===== src/rtl/hc_pkg.sv =====
// Shared definitions for the parametrised HC stack CPU: opcode fields,
// ALU operation codes, jump conditions and the core FSM states.
package hc_pkg;

    // Core sequencing states
    typedef enum logic [1:0] {
        FETCH  = 2'd0,
        EXEC   = 2'd1,
        MEM    = 2'd2,
        HALTED = 2'd3
    } state_e;

    // Major opcodes (instruction bits [7:4]) for the non-ALU group
    localparam logic [3:0] MAJ_LD   = 4'b1000;
    localparam logic [3:0] MAJ_LDX  = 4'b1001;
    localparam logic [3:0] MAJ_LI   = 4'b1010;
    localparam logic [3:0] MAJ_POP  = 4'b1011;
    localparam logic [3:0] MAJ_HALT = 4'b1100;
    localparam logic [3:0] MAJ_NOP  = 4'b1101;

    // ALU operation codes (instruction bits [6:4] when bit 7 is clear)
    localparam logic [2:0] ALU_MOV = 3'b000;
    localparam logic [2:0] ALU_ADD = 3'b001;
    localparam logic [2:0] ALU_SUB = 3'b010;
    localparam logic [2:0] ALU_AND = 3'b011;
    localparam logic [2:0] ALU_OR  = 3'b100;
    localparam logic [2:0] ALU_XOR = 3'b101;
    localparam logic [2:0] ALU_NOT = 3'b110;
    localparam logic [2:0] ALU_SHL = 3'b111;

    // Jump condition codes (instruction bits [2:1])
    localparam logic [1:0] JC_ALWAYS = 2'b00;
    localparam logic [1:0] JC_CARRY  = 2'b01;
    localparam logic [1:0] JC_ZERO   = 2'b10;
    localparam logic [1:0] JC_NZERO  = 2'b11;

    // Only ADD, SUB and SHL are allowed to touch the carry flag
    function automatic logic alu_sets_carry(input logic [2:0] op);
        return (op == ALU_ADD) || (op == ALU_SUB) || (op == ALU_SHL);
    endfunction

endpackage


===== src/rtl/hc_alu_p.sv =====
// Combinational ALU for the HC core. Operates on A (top of stack) and
// B (second level); carry is the ADD carry-out, SUB borrow, or SHL shift-out.
module hc_alu_p
    import hc_pkg::*;
#(
    parameter int DATA_W = 4
) (
    input  logic [DATA_W-1:0] a,
    input  logic [DATA_W-1:0] b,
    input  logic [2:0]        op,
    output logic [DATA_W-1:0] result,
    output logic              carry
);

    logic [DATA_W:0] sum;
    logic [DATA_W:0] diff;

    // Extended add/subtract so the top bit is carry-out / borrow
    always_comb begin
        sum  = {1'b0, b} + {1'b0, a};
        diff = {1'b0, b} - {1'b0, a};
    end

    // Operation select
    always_comb begin
        result = '0;
        carry  = 1'b0;
        case (op)
            ALU_MOV: result = a;
            ALU_ADD: begin
                result = sum[DATA_W-1:0];
                carry  = sum[DATA_W];
            end
            ALU_SUB: begin
                result = diff[DATA_W-1:0];
                carry  = diff[DATA_W];
            end
            ALU_AND: result = b & a;
            ALU_OR:  result = b | a;
            ALU_XOR: result = b ^ a;
            ALU_NOT: result = ~a;
            ALU_SHL: begin
                result = {a[DATA_W-2:0], 1'b0};
                carry  = a[DATA_W-1];
            end
            default: result = '0;
        endcase
    end

endmodule


===== src/rtl/hc_core_p.sv =====
// Parametrised HC stack CPU core. Instruction and data memories sit outside
// the core behind req/ack handshakes; a FETCH/EXEC/MEM/HALTED FSM sequences
// each instruction so memories may insert any number of wait states.
module hc_core_p
    import hc_pkg::*;
#(
    parameter int DATA_W  = 4,
    parameter int STACK_D = 3,
    parameter int PC_W    = 12,
    parameter int DADDR_W = 8
) (
    input  logic               clk,
    input  logic               nReset,
    output logic               imem_req,
    output logic [PC_W-1:0]    imem_addr,
    input  logic [7:0]         imem_rdata,
    input  logic               imem_ack,
    output logic               dmem_req,
    output logic               dmem_we,
    output logic [DADDR_W-1:0] dmem_addr,
    output logic [DATA_W-1:0]  dmem_wdata,
    input  logic [DATA_W-1:0]  dmem_rdata,
    input  logic               dmem_ack,
    output logic [PC_W-1:0]    pc_out,
    output logic [7:0]         instruction_out,
    output logic [DATA_W-1:0]  alu_out,
    output logic               halted
);

    // Widths used to fit {C,B,A} into the pc and {B,A} into a data address
    localparam int JW = (3 * DATA_W > PC_W) ? 3 * DATA_W : PC_W;
    localparam int XW = (2 * DATA_W > DADDR_W) ? 2 * DATA_W : DADDR_W;

    state_e              state_q, state_d;
    logic [PC_W-1:0]     pc_q, pc_d;
    logic [7:0]          ir_q, ir_d;
    logic [DATA_W-1:0]   stk_q [STACK_D];
    logic [DATA_W-1:0]   stk_d [STACK_D];
    logic                c_q, c_d;
    logic                z_q, z_d;

    logic [DATA_W-1:0]   alu_res;
    logic                alu_carry;
    logic [PC_W-1:0]     pc_inc;
    logic [PC_W-1:0]     jmp_target;
    logic [JW-1:0]       cba_ext;
    logic [XW-1:0]       ba_ext;
    logic                is_store;
    logic                taken;
    logic                push_en;
    logic                pop_en;
    logic [DATA_W-1:0]   push_val;

    hc_alu_p #(
        .DATA_W (DATA_W)
    ) u_alu (
        .a      (stk_q[0]),
        .b      (stk_q[1]),
        .op     (ir_q[6:4]),
        .result (alu_res),
        .carry  (alu_carry)
    );

    // Address/target formation and jump condition evaluation
    always_comb begin
        is_store   = ~ir_q[7];
        pc_inc     = pc_q + PC_W'(1);
        cba_ext    = JW'({stk_q[2], stk_q[1], stk_q[0]});
        jmp_target = cba_ext[PC_W-1:0];
        ba_ext     = XW'({stk_q[1], stk_q[0]});
        case (ir_q[2:1])
            JC_ALWAYS: taken = 1'b1;
            JC_CARRY:  taken = c_q;
            JC_ZERO:   taken = z_q;
            default:   taken = ~z_q;
        endcase
    end

    // Memory interface outputs; stable through MEM because nothing commits there until ack
    always_comb begin
        imem_req        = (state_q == FETCH);
        imem_addr       = pc_q;
        dmem_req        = (state_q == MEM);
        dmem_we         = (state_q == MEM) && is_store;
        dmem_addr       = (ir_q[7:4] == MAJ_LDX) ? ba_ext[DADDR_W-1:0] : DADDR_W'(ir_q[3:0]);
        dmem_wdata      = alu_res;
        pc_out          = pc_q;
        instruction_out = ir_q;
        alu_out         = alu_res;
        halted          = (state_q == HALTED);
    end

    // FSM next state, pc, flag and stack-operation decode
    always_comb begin
        state_d  = state_q;
        pc_d     = pc_q;
        ir_d     = ir_q;
        c_d      = c_q;
        z_d      = z_q;
        push_en  = 1'b0;
        pop_en   = 1'b0;
        push_val = '0;
        case (state_q)
            FETCH: begin
                if (imem_ack) begin
                    ir_d    = imem_rdata;
                    state_d = EXEC;
                end
            end
            EXEC: begin
                if (is_store) begin
                    state_d = MEM;
                end else begin
                    case (ir_q[7:4])
                        MAJ_LD, MAJ_LDX: state_d = MEM;
                        MAJ_LI: begin
                            push_en  = 1'b1;
                            push_val = DATA_W'(ir_q[3:0]);
                            pc_d     = pc_inc;
                            state_d  = FETCH;
                        end
                        MAJ_POP: begin
                            pop_en  = 1'b1;
                            pc_d    = pc_inc;
                            state_d = FETCH;
                        end
                        MAJ_HALT: state_d = HALTED;
                        MAJ_NOP: begin
                            pc_d    = pc_inc;
                            state_d = FETCH;
                        end
                        default: begin
                            pc_d    = taken ? jmp_target : pc_inc;
                            state_d = FETCH;
                        end
                    endcase
                end
            end
            MEM: begin
                if (dmem_ack) begin
                    if (is_store) begin
                        z_d = (alu_res == '0);
                        if (alu_sets_carry(ir_q[6:4])) begin
                            c_d = alu_carry;
                        end
                    end else begin
                        push_en  = 1'b1;
                        push_val = dmem_rdata;
                    end
                    pc_d    = pc_inc;
                    state_d = FETCH;
                end
            end
            HALTED: state_d = HALTED;
            default: state_d = FETCH;
        endcase
    end

    // Stack shift: push drops the bottom level, pop refills it with zero
    always_comb begin
        for (int i = 0; i < STACK_D; i++) begin
            stk_d[i] = stk_q[i];
        end
        if (push_en) begin
            stk_d[0] = push_val;
            for (int i = 1; i < STACK_D; i++) begin
                stk_d[i] = stk_q[i-1];
            end
        end else if (pop_en) begin
            for (int i = 0; i < STACK_D - 1; i++) begin
                stk_d[i] = stk_q[i+1];
            end
            stk_d[STACK_D-1] = '0;
        end
    end

    // State registers; reset aborts any in-flight access without committing
    always_ff @(posedge clk or negedge nReset) begin
        if (!nReset) begin
            state_q <= FETCH;
            pc_q    <= '0;
            ir_q    <= '0;
            c_q     <= 1'b0;
            z_q     <= 1'b0;
            for (int i = 0; i < STACK_D; i++) begin
                stk_q[i] <= '0;
            end
        end else begin
            state_q <= state_d;
            pc_q    <= pc_d;
            ir_q    <= ir_d;
            c_q     <= c_d;
            z_q     <= z_d;
            for (int i = 0; i < STACK_D; i++) begin
                stk_q[i] <= stk_d[i];
            end
        end
    end

endmodule

===== config.mk =====
export PLATFORM = sky130hd
export DESIGN_NAME = hc_core_p
export DESIGN_NICKNAME = d
export VERILOG_FILES = /design/src/rtl/hc_pkg.sv /design/src/rtl/hc_alu_p.sv /design/src/rtl/hc_core_p.sv
export SDC_FILE = /design/constraint.sdc
export NUM_CORES = 1
export LEC_CHECK = 0
export CORE_UTILIZATION = 54
export DETAILED_ROUTE_END_ITERATION = 10
export PLACE_DENSITY = 0.94
export SLEW_MARGIN = 20
export SYNTH_ARGS = -nofsm -noshare
export SYNTH_HDL_FRONTEND = slang
export SYNTH_SLANG_ARGS = --single-unit

===== constraint.sdc =====
create_clock -name clk -period 3.7 [get_ports clk]
set_clock_uncertainty 0.05 [all_clocks]
set_input_delay 0.925 -clock clk [delete_from_list [all_inputs] [get_ports clk]]
set_output_delay 0.925 -clock clk [all_outputs]
set_load 0.02 [all_outputs]

==> results.toml, run 1 <==
[status]
status = "completed"

[clock_tree]
cts_tree = "yes"
cts_hold_buf = 0
numCtsBuffers = 5
cts.sinks = 36
cts_buffer_depth = 2
clock_latency_ns = 0.30
cts-root-buf = "clkbuf_8"
postCtsSetupBuffers = 0
htree_num_levels = 2
clk_pin_slew_ns = 0.07

[global_route]
grt_pass1_vias = 2487
grt_max_degree = 37
track_usage_pct = 28.1
grt-ovfl-total = 0
antenna_found_initial = 0
grt_first_pass_wirelength_um = 11700

[sta]
period_needed_ns = 3.52
fin_setup_tns_ns = 0
slew_viol_final = 0
maxSlewHeadroom_pct = 39.3
period_share_pct = 95.3
max_slew.worst_pin.slew_ns = 0.910
hold_viol = 0
rsz0062_at_grt = "false"
setup_violations = 0
fmax_mhz = 284

[yosys]
netlist_area_um2 = 2800
synthArstFlopShare_pct = 100
syn_area_per_cell_um2 = 8.58
yosys_most_used_dff = "dfrtp_1"
syn-num-nets = 361
yosys-top-cells-area = "dfrtp_1 32%, ha_1 7.6%, a21oi_1 5.5%"
synth-seq-cells = 36
postSynthCellCount = 326
ys_seq_area_share_pct = 32.2
synth_cell_type_count = 52
synth_area_leader_cell = "dfrtp_1"
ys_warn_count = 0
synth.top_cell.area_share_pct = 32.2
synth-edff-count = 0

[critical_path]
worst_setup_path_start_kind = "flop"
cp_max_fo = 15
critical_path_class = "flop to primary output"
r2r_cells = 7
worstPathRequired_ns = 2.72
rrSetupSlack_ns = 0.96
reg2reg_from = "instruction_out[5]"
cp.arrival_ns = 2.55
rr_endpoint = "imem_addr[8]"
end_kind = "primary output"

[floorplan]
initial_core_util_pct = 57.7
core_um2 = 4850
die_area_um2 = 5470
die_height_um = 74.0
io_pins = 68
rows = 25
fp.dieW_um = 74.0

[cells_and_area]
n_antenna_cell = 0
syn2layout_area_growth_pct = 27.1
layout_commonest_cell = "clkdlybuf4s50_1"
final_nets = 417
final_cell_mix = "61 x clkdlybuf4s50_1, 35 x dfrtp_1, 34 x nand2_1"
seqCellArea_um2 = 902
design_area_um2 = 3550
drive_above_1_share_pct = 10.7
multiInputGateArea_um2 = 1600
nFillCells = 338

[hold_path]
worstHoldStart = "cba_ext[10]"
hold_end = "cba_ext[10]"
holdPathStages = 2
hp-class = "flop to flop"

[flow_run]
drv_cap = 0

[place]
place_hpwl_um = 5470
placed_cell_area_um2 = 3430
gp_congestion = 0.995
io_buffers = 67

[routing]
viasPerCell = 6.09
ant_nets = 0
drt_iter0_drc = 334
wl_per_cell_um = 16.2
drc = 0
first_pass_iters = 5
wirelength_um = 7310
vias = 2740
final cells by class:
type                    count  area share, %
well taps                  67           2.36
multi-input cells         239           45.1
inverters                  19           2.01
repair buffers             81           22.1
clock inverters             2          0.986
flip-flops and latches     36           25.4
clock buffers               6           2.04
repair_timing:
action	CTS	global route
hold endpoints to repair	0	0
setup endpoints to repair	2	5
gates resized for setup	2	5
metrics by stage:
| stage | setup slack (ns) | hold slack, ns | instances | utilization (%) |
|---|---|---|---|---|
| 2_1_floorplan | 0.646 | 0.437 | 326 | - |
| 3_3_place_gp | 0.360 | 0.488 | 442 | 70.8 |
| 3_5_place_dp | 0.312 | 0.493 | 442 | 70.8 |
| 4_1_cts | 0.000854 | 0.504 | 450 | 73.1 |
| 5_1_grt | 0.0359 | 0.526 | 450 | 73.3 |
| 6_report | 0.175 | 0.512 | 450 | 73.3 |
Yosys cell counts, drive strengths merged (5+ instances only):
cell   number
dfrtp      36
nand2      34
a21oi      31
buf        30
o21ai      29
nor2       22
inv        18
ha         17
mux2       12
nand3      12
mux2i      11
and3        9
nor4        7
a22o        6
nor2b       5
nor3        5
worst max path at each step:
stage,start,endpoint,depth (start not counted)
after CTS,ba_ext[4],alu_out[1],8
after floorplan,ba_ext[4],dmem_wdata[2],9
after detailed placement,ba_ext[1],dmem_wdata[2],8
after global routing,instruction_out[4],dmem_wdata[0],6
final,instruction_out[4],dmem_wdata[0],6
after global placement,ba_ext[1],alu_out[3],9
state kept, by name (all words and copies together) (netlist names):
register,flops
c_q,1
ba_ext,8
cba_ext,4
imem_addr,12
z_q,1
state_q,2
instruction_out,8
cell families after synthesis:
logic type,synth area share (%)
AND/OR/NAND/NOR,17.8
AO/OA/AOI/OAI,19.6
buffers and inverters,10.5
flip-flops,32.2
multiplexers,9.58
adder cells (fa/ha/maj),9.04
XOR/XNOR,1.25
critical path: stages (launching register included):
cell	delay (ns)
dfrtp_1	0.62
buf_4	0.27
nor2b_1	0.19
a22o_1	0.15
o21ai_0	0.07
a21oi_1	0.28
clkdlybuf4s50_1	0.67
per-layer routing:
| layer | up-vias | share of wire, % | GRT usage [%] |
|---|---|---|---|
| li1 | 1261 | - | - |
| met1 | 1321 | 41 | 38.1 |
| met2 | 141 | 49 | 45.4 |
| met3 | 17 | 7.4 | 4.74 |
| met4 | 0 | 2.2 | 10.3 |
| met5 | - | 0 | 0 |
Power of run 1 is not shown: default switching activity piles up to over one toggle a cycle in this logic, so the estimate is an artifact.
==> run 2: changes to the inputs <==
- SLEW_MARGIN: 20 -> not set
==> results of run 2 <==
The final DEF is identical to that of run 1; final timing and power are the same.
Power of run 2 is left out for the same reason.
==> run 3: changes to the inputs <==
- GPL_ROUTABILITY_DRIVEN: not set -> 0
==> results.toml, run 3 (synthesis results as in run 1) <==
[critical_path]
cpMaxStageDelayCell = "mux4_2"
worst_setup_path_start_kind = "flop"
end_kind = "primary output"
cp.arrival_ns = 2.56
rrSetupSlack_ns = 1.12
rr_endpoint = "z_q"
r2r_cells = 9
crit_path_max_incr_delay_ns = 0.48
cp_max_fo = 6
critical_path_class = "flop to primary output"
cpMostUsedCell = "inv_1"
crit_chain = "inv_1 > ha_1 > inv_1 > fa_1 > nor2_1 > a21oi_1 > mux4_2 > dlygate4sd2_1"
worstPathRequired_ns = 2.72
reg2reg_from = "ba_ext[4]"

[hold_path]
worstHoldStart = "cba_ext[11]"
hp-class = "flop to flop"
holdPathStages = 2
hold_end = "cba_ext[11]"

[routing]
vias = 2741
ant_nets = 0
wl_per_cell_um = 17.4
wirelength_um = 7840
viasPerCell = 6.10
drt_iter0_drc = 303
first_pass_iters = 5
drc = 0

[floorplan]
io_pins = 68
rows = 25
die_area_um2 = 5470
fp.dieW_um = 74.0
core_um2 = 4850
initial_core_util_pct = 57.7
die_height_um = 74.0

[global_route]
grt-ovfl-total = 0
grt_max_degree = 37
grt_pass1_vias = 2609
track_usage_pct = 31.1
grt_first_pass_wirelength_um = 12900
antenna_found_initial = 0

[cells_and_area]
syn2layout_area_growth_pct = 26.5
final_cell_mix = "61 x clkdlybuf4s50_1, 34 x nand2_1, 34 x dfrtp_1"
largest_reg_flops = 12
n_antenna_cell = 0
final_nets = 416
layout_commonest_cell = "clkdlybuf4s50_1"
design_area_um2 = 3540
drive_above_1_share_pct = 10.7
nFillCells = 335

[sta]
period_needed_ns = 3.54
fin_setup_tns_ns = 0
hold_viol = 0
fmax_mhz = 283
setup_violations = 0
rsz0062_at_grt = "false"
period_share_pct = 95.6
maxSlewHeadroom_pct = 46.7
slew_viol_final = 0
hold_slack_ns = 0.506
max_slew.worst_pin.slew_ns = 0.799

[clock_tree]
cts_buffer_depth = 2
cts_tree = "yes"
cts.sinks = 36
htree_num_levels = 2
clock_latency_ns = 0.30
clk_pin_slew_ns = 0.07
cts-root-buf = "clkbuf_8"
numCtsBuffers = 5
cts_hold_buf = 0

[place]
io_buffers = 67
place_hpwl_um = 5560
placed_cell_area_um2 = 3430

[flow_run]
drv_cap = 0

[status]
status = "completed"
==> run 3: worst max path at each step <==
stage	slack, ns	startpoint	depth (start not counted)	to
6_report	0.16	ba_ext[4]	8	alu_out[1]
5_1_grt	0.02	ba_ext[4]	9	dmem_wdata[2]
4_1_cts	0.07	ba_ext[1]	9	alu_out[3]
3_5_place_dp	0.28	ba_ext[4]	9	dmem_wdata[2]
3_3_place_gp	0.38	ba_ext[1]	9	alu_out[3]
2_1_floorplan	0.65	ba_ext[4]	9	dmem_wdata[2]
==> run 3: worst max-delay path, delay by kind of cell, from the launching register on <==
family,cells,cell delay (ns)
flops,1,0.45
buf+inv,3,0.56
compound gates,1,0.05
simple gates,1,0.11
fa+ha+maj,2,0.63
mux,1,0.48
==> run 3: what timing repair did <==
action | CTS | global route
endpoints found under the setup margin | 6 | 4
gates resized for setup | 5 | 3
pin swaps | 0 | 0
buffers inserted | 0 | 0
hold endpoints to repair | 0 | 0
==> run 3: area by class of cell <==
class                      instances  area, µm²  share of cell area (%)
multi-input combinational        239       1600                    45.3
sequential                        36        903                    25.5
timing repair buffer              80        768                    21.7
tap                               67       83.8                    2.37
clock buffer                       6       72.6                    2.05
inverter                          19       71.3                    2.02
clock inverter                     2       35.0                   0.990
==> run 3: stage by stage <==
step,utilization [%],cells,setup WS (ns)
final,73.0,449,0.162
after CTS,72.8,449,0.0663
after global placement,70.7,441,0.381
after detailed placement,70.7,441,0.275
after global routing,73.0,449,0.0159
after floorplan,-,326,0.646
==> run 3: metal layers <==
| layer | vias up | part of all wire [%] | GRT usage [%] |
|---|---|---|---|
| met3 | 21 | 7.4 | 6.50 |
| met1 | 1329 | 41 | 40.3 |
| met4 | 0 | 2.3 | 12.6 |
| li1 | 1255 | - | - |
| met5 | - | 0 | 0 |
| met2 | 136 | 50 | 50.9 |
Power of run 3 is left out for the same reason.
